### config.mk
export PLATFORM = sky130hd
export DESIGN_NAME = div_unit
export DESIGN_NICKNAME = d
export VERILOG_FILES = /design/src/rtl/div_unit.sv
export SDC_FILE = /design/constraint.sdc
export NUM_CORES = 1
export LEC_CHECK = 0
export CAP_MARGIN = 10
export CORE_UTILIZATION = 35
export DETAILED_ROUTE_END_ITERATION = 6
export PLACE_DENSITY = 0.63
export SYNTH_ARGS = -nofsm -noshare
export SYNTH_HDL_FRONTEND = slang
export SYNTH_SLANG_ARGS = --single-unit
### constraint.sdc
create_clock -name clk -period 3.5 [get_ports clk]
set_clock_uncertainty 0.2 [all_clocks]
set_input_delay 0.35 -clock clk [delete_from_list [all_inputs] [get_ports clk]]
set_output_delay 0.35 -clock clk [all_outputs]
set_load 0.01 [all_outputs]
### src/rtl/div_unit.sv
// Iterative RV32M divide/remainder unit (DIV, DIVU, REM, REMU).
// Restoring division, one quotient bit per cycle, sign fix on the last edge.
module div_unit #(
    parameter int WIDTH = 32
) (
    input  logic             clk,
    input  logic             rst,
    input  logic             start,
    input  logic [1:0]       DivOp,
    input  logic [WIDTH-1:0] SrcA,
    input  logic [WIDTH-1:0] SrcB,
    output logic             busy,
    output logic             done,
    output logic [WIDTH-1:0] DivResult
);

    localparam int CW = $clog2(WIDTH);

    typedef enum logic [1:0] {
        S_IDLE,
        S_CALC,
        S_FIX
    } state_t;

    state_t           state_q, state_d;
    logic [1:0]       op_q, op_d;
    logic             negq_q, negq_d;
    logic             negr_q, negr_d;
    logic [WIDTH-1:0] rem_q, rem_d;
    logic [WIDTH-1:0] quo_q, quo_d;
    logic [WIDTH-1:0] dvs_q, dvs_d;
    logic [WIDTH-1:0] res_q, res_d;
    logic [CW-1:0]    cnt_q, cnt_d;
    logic             busy_q, busy_d;
    logic             done_q, done_d;

    logic             is_signed;
    logic             is_rem;
    logic             sign_a;
    logic             sign_b;
    logic             div_zero;
    logic             ovf;
    logic [WIDTH-1:0] min_neg;
    logic [WIDTH-1:0] mag_a;
    logic [WIDTH-1:0] mag_b;
    logic [WIDTH:0]   trial;
    logic [WIDTH+1:0] diff;
    logic [WIDTH-1:0] quo_fix;
    logic [WIDTH-1:0] rem_fix;

    assign is_signed = ~DivOp[0];
    assign is_rem    = DivOp[1];
    assign sign_a    = is_signed & SrcA[WIDTH-1];
    assign sign_b    = is_signed & SrcB[WIDTH-1];
    assign min_neg   = {1'b1, {(WIDTH-1){1'b0}}};
    assign mag_a     = sign_a ? -SrcA : SrcA;
    assign mag_b     = sign_b ? -SrcB : SrcB;
    assign div_zero  = (SrcB == '0);
    assign ovf       = is_signed & (SrcA == min_neg) & (SrcB == '1);

    // Shifted partial remainder can need WIDTH+1 bits when the divisor is large.
    assign trial   = {rem_q, quo_q[WIDTH-1]};
    assign diff    = {1'b0, trial} - {2'b00, dvs_q};
    assign quo_fix = negq_q ? -quo_q : quo_q;
    assign rem_fix = negr_q ? -rem_q : rem_q;

    always_comb begin
        state_d = state_q;
        op_d    = op_q;
        negq_d  = negq_q;
        negr_d  = negr_q;
        rem_d   = rem_q;
        quo_d   = quo_q;
        dvs_d   = dvs_q;
        res_d   = res_q;
        cnt_d   = cnt_q;
        busy_d  = busy_q;
        done_d  = 1'b0;
        unique case (state_q)
            S_IDLE: begin
                if (start) begin
                    op_d   = DivOp;
                    negq_d = sign_a ^ sign_b;
                    negr_d = sign_a;
                    rem_d  = '0;
                    quo_d  = mag_a;
                    dvs_d  = mag_b;
                    cnt_d  = '0;
                    if (div_zero) begin
                        res_d  = is_rem ? SrcA : '1;
                        done_d = 1'b1;
                    end else if (ovf) begin
                        res_d  = is_rem ? '0 : min_neg;
                        done_d = 1'b1;
                    end else begin
                        state_d = S_CALC;
                        busy_d  = 1'b1;
                    end
                end
            end
            S_CALC: begin
                if (diff[WIDTH+1]) begin
                    rem_d = trial[WIDTH-1:0];
                    quo_d = {quo_q[WIDTH-2:0], 1'b0};
                end else begin
                    rem_d = diff[WIDTH-1:0];
                    quo_d = {quo_q[WIDTH-2:0], 1'b1};
                end
                cnt_d = cnt_q + CW'(1);
                if (cnt_q == CW'(WIDTH - 1)) begin
                    state_d = S_FIX;
                end
            end
            S_FIX: begin
                res_d   = op_q[1] ? rem_fix : quo_fix;
                done_d  = 1'b1;
                busy_d  = 1'b0;
                state_d = S_IDLE;
            end
            default: begin
                state_d = S_IDLE;
                busy_d  = 1'b0;
            end
        endcase
    end

    always_ff @(posedge clk) begin
        if (rst) begin
            state_q <= S_IDLE;
            op_q    <= '0;
            negq_q  <= 1'b0;
            negr_q  <= 1'b0;
            rem_q   <= '0;
            quo_q   <= '0;
            dvs_q   <= '0;
            res_q   <= '0;
            cnt_q   <= '0;
            busy_q  <= 1'b0;
            done_q  <= 1'b0;
        end else begin
            state_q <= state_d;
            op_q    <= op_d;
            negq_q  <= negq_d;
            negr_q  <= negr_d;
            rem_q   <= rem_d;
            quo_q   <= quo_d;
            dvs_q   <= dvs_d;
            res_q   <= res_d;
            cnt_q   <= cnt_d;
            busy_q  <= busy_d;
            done_q  <= done_d;
        end
    end

    assign busy      = busy_q;
    assign done      = done_q;
    assign DivResult = res_q;

endmodule

# After elaboration in Yosys (flattened, before gate mapping)
# Cells that the tools add are included.
[totals]
out_inout_bits = 34
register_bits = 141
in_bits = 69
rom_bits = 0
ramBits = 0
n_memories = 0
elab_cells = 75
latch_bits = 0
[classes]
eq_ne = 10
n_div = 0
mul = 0
shifts = 0
n_reduce_logical = 9
n_lt_le_gt_ge = 0
mux = 32
add_sub_neg = 6
n_bitwise = 7
[op_table]
columns = ["op", "count"]
rows = [
  ["2-to-1 mux 32 bit", 13],
  ["one-hot mux 32 bit (2 select lines)", 3],
  ["negation 32 bit", 4],
  ["equality test 32 bit (second input constant)", 2],
  ["subtractor 33 x 32 -> 34 bit", 1],
  ["zero test 32 bit", 1],
  ["one-hot mux 5 bit (2 select lines)", 1],
  ["2-to-1 mux 2 bit", 4],
  ["!= test 2 bit (second input constant)", 4],
  ["AND reduction 4 bit", 2],
  ["2-to-1 mux 1 bit", 7],
  ["adder 5 x 1 -> 5 bit (second input constant)", 1],
  ["equality test 5 bit (second input constant)", 1],
  ["2-to-1 mux 5 bit", 1],
  ["bitwise AND 1 bit", 4],
  ["one-hot mux 1 bit (2 select lines)", 2],
  ["one-hot mux 2 bit (2 select lines)", 1],
  ["AND reduction 2 bit", 2],
  ["nonzero test 2 bit", 2],
  ["!= test 3 bit (second input constant)", 1],
  ["AND reduction 3 bit", 1],
  ["equality test 2 x 1 -> 1 bit (second input constant)", 1],
  ["equality test 2 bit (second input constant)", 1],
  ["zero test 2 bit", 1],
  ["2 further kinds", 3],
]

# Depth between registers and ports, before layout
[logic_depth]
word_depth = 7
depth_mapped = 14

# Worst setup path after synthesis
# Ideal clock, no wire load.
[synth_path]
path_type = "reg2reg"
startpoint = "register quo_q[31]"
endpoint = "register rem_q[30]"
t_required_ps = 3175
n_path_buf = 0
slack_ps = 417
stages_incl_launch_ff = 14
arrival_time_ps = 2758
cell_sequence = "dfxtp_1 inv_1 ha_1 inv_1 fa_1 a21oi_1 o211a_1 nor3_1 a311o_1 a41o_1 a41o_1 o221a_2 xnor2_1 o21ai_0"
[synth_via]
elab_chain_cells = 3
[synth_lines]
columns = ["item", "line_no", "text"]
rows = [
  ["start: declaration", "30", "logic [WIDTH-1:0] quo_q, quo_d;"],
  ["start signal: assignment", "146", "quo_q <= quo_d;"],
  ["subtractor 33 x 32 -> 34 bit", "63", "assign diff = {1'b0, trial} - {2'b00, dvs_q};"],
  ["2-to-1 mux 32 bit", "102", "if (diff[WIDTH+1]) begin"],
  ["one-hot mux 32 bit (2 select lines)", "79", "unique case (state_q)"],
  ["end signal: assignment", "145", "rem_q <= rem_d;"],
  ["end: declaration", "29", "logic [WIDTH-1:0] rem_q, rem_d;"],
]
# Every way passes these cells.
# A chain may end at the register's enable or synchronous reset.

# Worst setup path after layout
[layout_path]
startpoint = "register dvs_q[1]"
endpoint = "register rem_q[20]"
[layout_via]
elab_chain_cells = 3
[layout_lines]
columns = ["item", "line_no", "text"]
rows = [
  ["start: declaration", "31", "logic [WIDTH-1:0] dvs_q, dvs_d;"],
  ["start signal: assignment", "147", "dvs_q <= dvs_d;"],
  ["subtractor 33 x 32 -> 34 bit", "63", ""],
  ["2-to-1 mux 32 bit", "102", ""],
  ["one-hot mux 32 bit (2 select lines)", "79", ""],
]
# Every way passes these cells.

==> results.sh <==
export IMPL_status="finished clean"
export IMPL_via_per_inst=5.49
export IMPL_grt_pass1_wl_um=50500
export IMPL_cp_required_ns=3.59
export IMPL_p_int_mw=3.11
export IMPL_synthAdderAreaFrac=0.0498
export IMPL_ys_seq_area_frac=0.275
export IMPL_power_total_mw=4.46
export IMPL_cp_cell_sequence="inv_1 -> ha_1 -> nor2b_1 -> o31a_1 -> o31ai_1 -> o221a_2 -> a21o_1 -> a22o_1 -> buf_12 -> nand2b_1 -> o21ai_0"
export IMPL_hpwl_um=23700
export IMPL_cts_sinks=140
export IMPL_ys_top_cells_by_area="dfxtp_1 27%, xnor2_1 6.4%, xor2_1 5.8%"
export IMPL_avgSynthCellArea_sq_um=7.68
export IMPL_synth_seq_cells=140
export IMPL_slowest_stage="o31ai_1"
export IMPL_holdBufCountCts=0
export IMPL_die_area_sq_um=29800
export IMPL_p_leak_nw=4.70
export IMPL_cpPeakStageDelay_ns=0.39
export IMPL_wl_um=30900
export IMPL_synth_xor_area_frac=0.122
export IMPL_setup_viol=0
export IMPL_worstSetupPathType="flip-flop to flip-flop"
export IMPL_tns_ns=0
export IMPL_cp_max_fo=32
export IMPL_dieWidth_um=173
export IMPL_syn_inst=1328
export IMPL_place_area_sq_um=11900
export IMPL_yosysMostFrequentCell="dfxtp_1"
export IMPL_numCtsBuffers=17
export IMPL_ir_worst_vdd_mv=0.352
export IMPL_p_clk_frac=0.389
export IMPL_p_seq_frac=0.391
export IMPL_yosys_area_share_simple=0.203
export IMPL_arrival_ns=3.39
export IMPL_htreeDepth=4
export IMPL_grt_max_degree=71
export IMPL_synth_edf_count=0
export IMPL_pwr_density_cell_nw_per_um2=358
export IMPL_startpoint="dvs_q[1]$_SDFFE_PP0P_"
export IMPL_final_area_sq_um=12500
export IMPL_period_share=0.944
export IMPL_final_setup_worst_slack_ns=0.196
export IMPL_ys_types=80
export IMPL_detail_route_antenna_nets=0
export IMPL_cap_viol_max_count=0
export IMPL_synth_warnings=0
export IMPL_cts_tree="built"
export IMPL_final_cells=1834
export IMPL_fmax_ghz=0.303
export IMPL_initial_core_util=0.355
export IMPL_hold_violations=0
export IMPL_grt_pass1_vias=9407
export IMPL_yosys_mux_area_fraction=0.00589
export IMPL_startpoint_type="flip-flop"
export IMPL_fin_crit_ns=3.30
export IMPL_dp_cells=1802
export IMPL_grt_ovfl_total=0
export IMPL_synth_top_family_by_area="compound AO/OA/AOI/OAI gates"
export IMPL_fp_dieH_um=173
export IMPL_nNetsFinal=1546
export IMPL_crit_buf_inv=2
export IMPL_portBuffers=102
export IMPL_drive_above_1_share=0.0966
export IMPL_antenna_found_initial=2
export IMPL_hold_start="rst"
export IMPL_drt_pass1_iter_count=5
export IMPL_synth_area_sq_um=10200
export IMPL_synth_compound_area_frac=0.295
export IMPL_p_sw_frac=0.302
export IMPL_coreArea_sq_um=28700
export IMPL_wl_per_cell_um=16.8
export IMPL_num_vias=10100
export IMPL_synth_common_cells="140 x dfxtp_1, 134 x nand2_1, 123 x nor2_1, 108 x o21ai_0, 102 x a21oi_1"
export IMPL_io_pins=103
export IMPL_synth_top_area_cell="dfxtp_1"
export IMPL_syn2layout_area_growth_pct=22.3
export IMPL_rows=62
export IMPL_path_clk_slew_ns=0.06
export IMPL_holdWs_ns=0.236
export IMPL_max_slew_worst_pin_slew_ns=0.852
export IMPL_synth_ff_type="dfxtp_1"
export IMPL_diodes=0
export IMPL_cp_top_family="compound AO/OA/AOI/OAI gates"
export IMPL_place_ws_ns=0.0412
export IMPL_hp_class="input pin to flip-flop"
export IMPL_track_usage=0.208
export IMPL_rr_startpoint="dvs_q[1]$_SDFFE_PP0P_"
export IMPL_post_route_drc_count=0
export IMPL_cts_root_buf="clkbuf_16"
export IMPL_async_reset_ff_frac=0
export IMPL_setup_worst_path_end_class="flip-flop"
export IMPL_clk_latency_ns=0.43
export IMPL_final_core_util=0.435
export IMPL_rsz0062_at_grt="no"
export IMPL_relSlewSlack=0.431
export IMPL_syn_nets=1437
export IMPL_cts_buffer_depth=2
export IMPL_netSwitchingPower_mw=1.35
export IMPL_place_gp_congestion=0.936
export IMPL_p_comb_frac=0.220
export IMPL_maxSlewViolCount=0
export IMPL_netlist_area_leader_share=0.275
export IMPL_first_iter_violations=692
## timing repair
item / in CTS / in global routing
setup endpoints to repair: 0 / 2
resized for setup: 0 / 1
setup buffers: 0 / 0
## sequential cells by signal, summed over array words and instances (netlist names), 2 cells and up
register,count
DivResult,32
state_q,2
rem_q,32
dvs_q,32
cnt_q,5
quo_q,32
## kinds of logic (layout without fill, tap and decap cells)
kind of cell / after synthesis / count (layout)
AND/OR/NAND/NOR: 421 / 421
multiplexers: 6 / 6
adder cells (fa/ha/maj): 40 / 40
flip-flops: 140 / 140
buffers and inverters: 128 / 250
XOR/XNOR: 142 / 142
AO/OA/AOI/OAI: 451 / 451
## cells in the final DEF, fill, tap and decap left out, types with 16 or more instances in the layout
cell / n
inv_1: 49
a211oi_1: 39
o31ai_1: 28
a22oi_1: 28
nand2b_1: 16
clkbuf_16: 17
a21oi_1: 101
o211ai_1: 18
buf_4: 66
nand3_1: 17
ha_1: 39
xnor2_1: 74
nand2_1: 134
o21ai_0: 108
nor2_1: 121
nor3_1: 25
dfxtp_1: 140
xor2_1: 68
clkdlybuf4s50_1: 101
## layout make-up
class / instances / area (sq um)
Sequential cell: 140 / 2800
Inverter: 50 / 188
Clock inverter: 11 / 93.8
Multi-Input combinational cell: 1060 / 6910
Fill cell: 2946 / 16200
Tap cell: 384 / 480
Timing Repair Buffer: 168 / 1530
Clock buffer: 21 / 470
## final timing paths
check / end / slack [ns] / cells past startpoint
setup / recovery: rem_q[20]$_SDFFE_PP0P_ / 0.20 / 11
hold / removal: quo_q[15]$_SDFFE_PP0P_ / 0.24 / 2
setup reg to reg: rem_q[20]$_SDFFE_PP0P_ / 0.20 / 11
hold reg to reg: DivResult[15]$_SDFFE_PP0P_ / 0.25 / 1
## worst reg2reg max path, stage by stage, from the launching register on
cell      delay, ns
dfxtp_1        0.33
inv_1          0.09
ha_1           0.29
nor2b_1        0.15
o31a_1         0.28
o31ai_1        0.39
o221a_2        0.35
a21o_1         0.20
a22o_1         0.19
buf_12         0.18
nand2b_1       0.35
o21ai_0        0.17
## power groups by stage
| stage | logic, mW | registers [mW] | clock network (mW) |
|---|---|---|---|
| floorplan | 0.648 | 1.75 | 0 |
| global placement | 0.957 | 1.77 | 0 |
| detailed placement | 0.964 | 1.78 | 0 |
| CTS | 0.971 | 1.74 | 1.76 |
| global route | 1.08 | 1.76 | 1.82 |
| finish | 0.980 | 1.75 | 1.74 |
## layer usage
metal | vias to the layer above | part of all wire | track usage
met3 | 49 | 0.050 | 0.0328
met2 | 261 | 0.44 | 0.323
met4 | 4 | 0.027 | 0.0808
met1 | 4675 | 0.48 | 0.288
li1 | 5074 | - | -
met5 | - | 0.00087 | 0
Note: power is estimated with default switching activity, not from simulation.
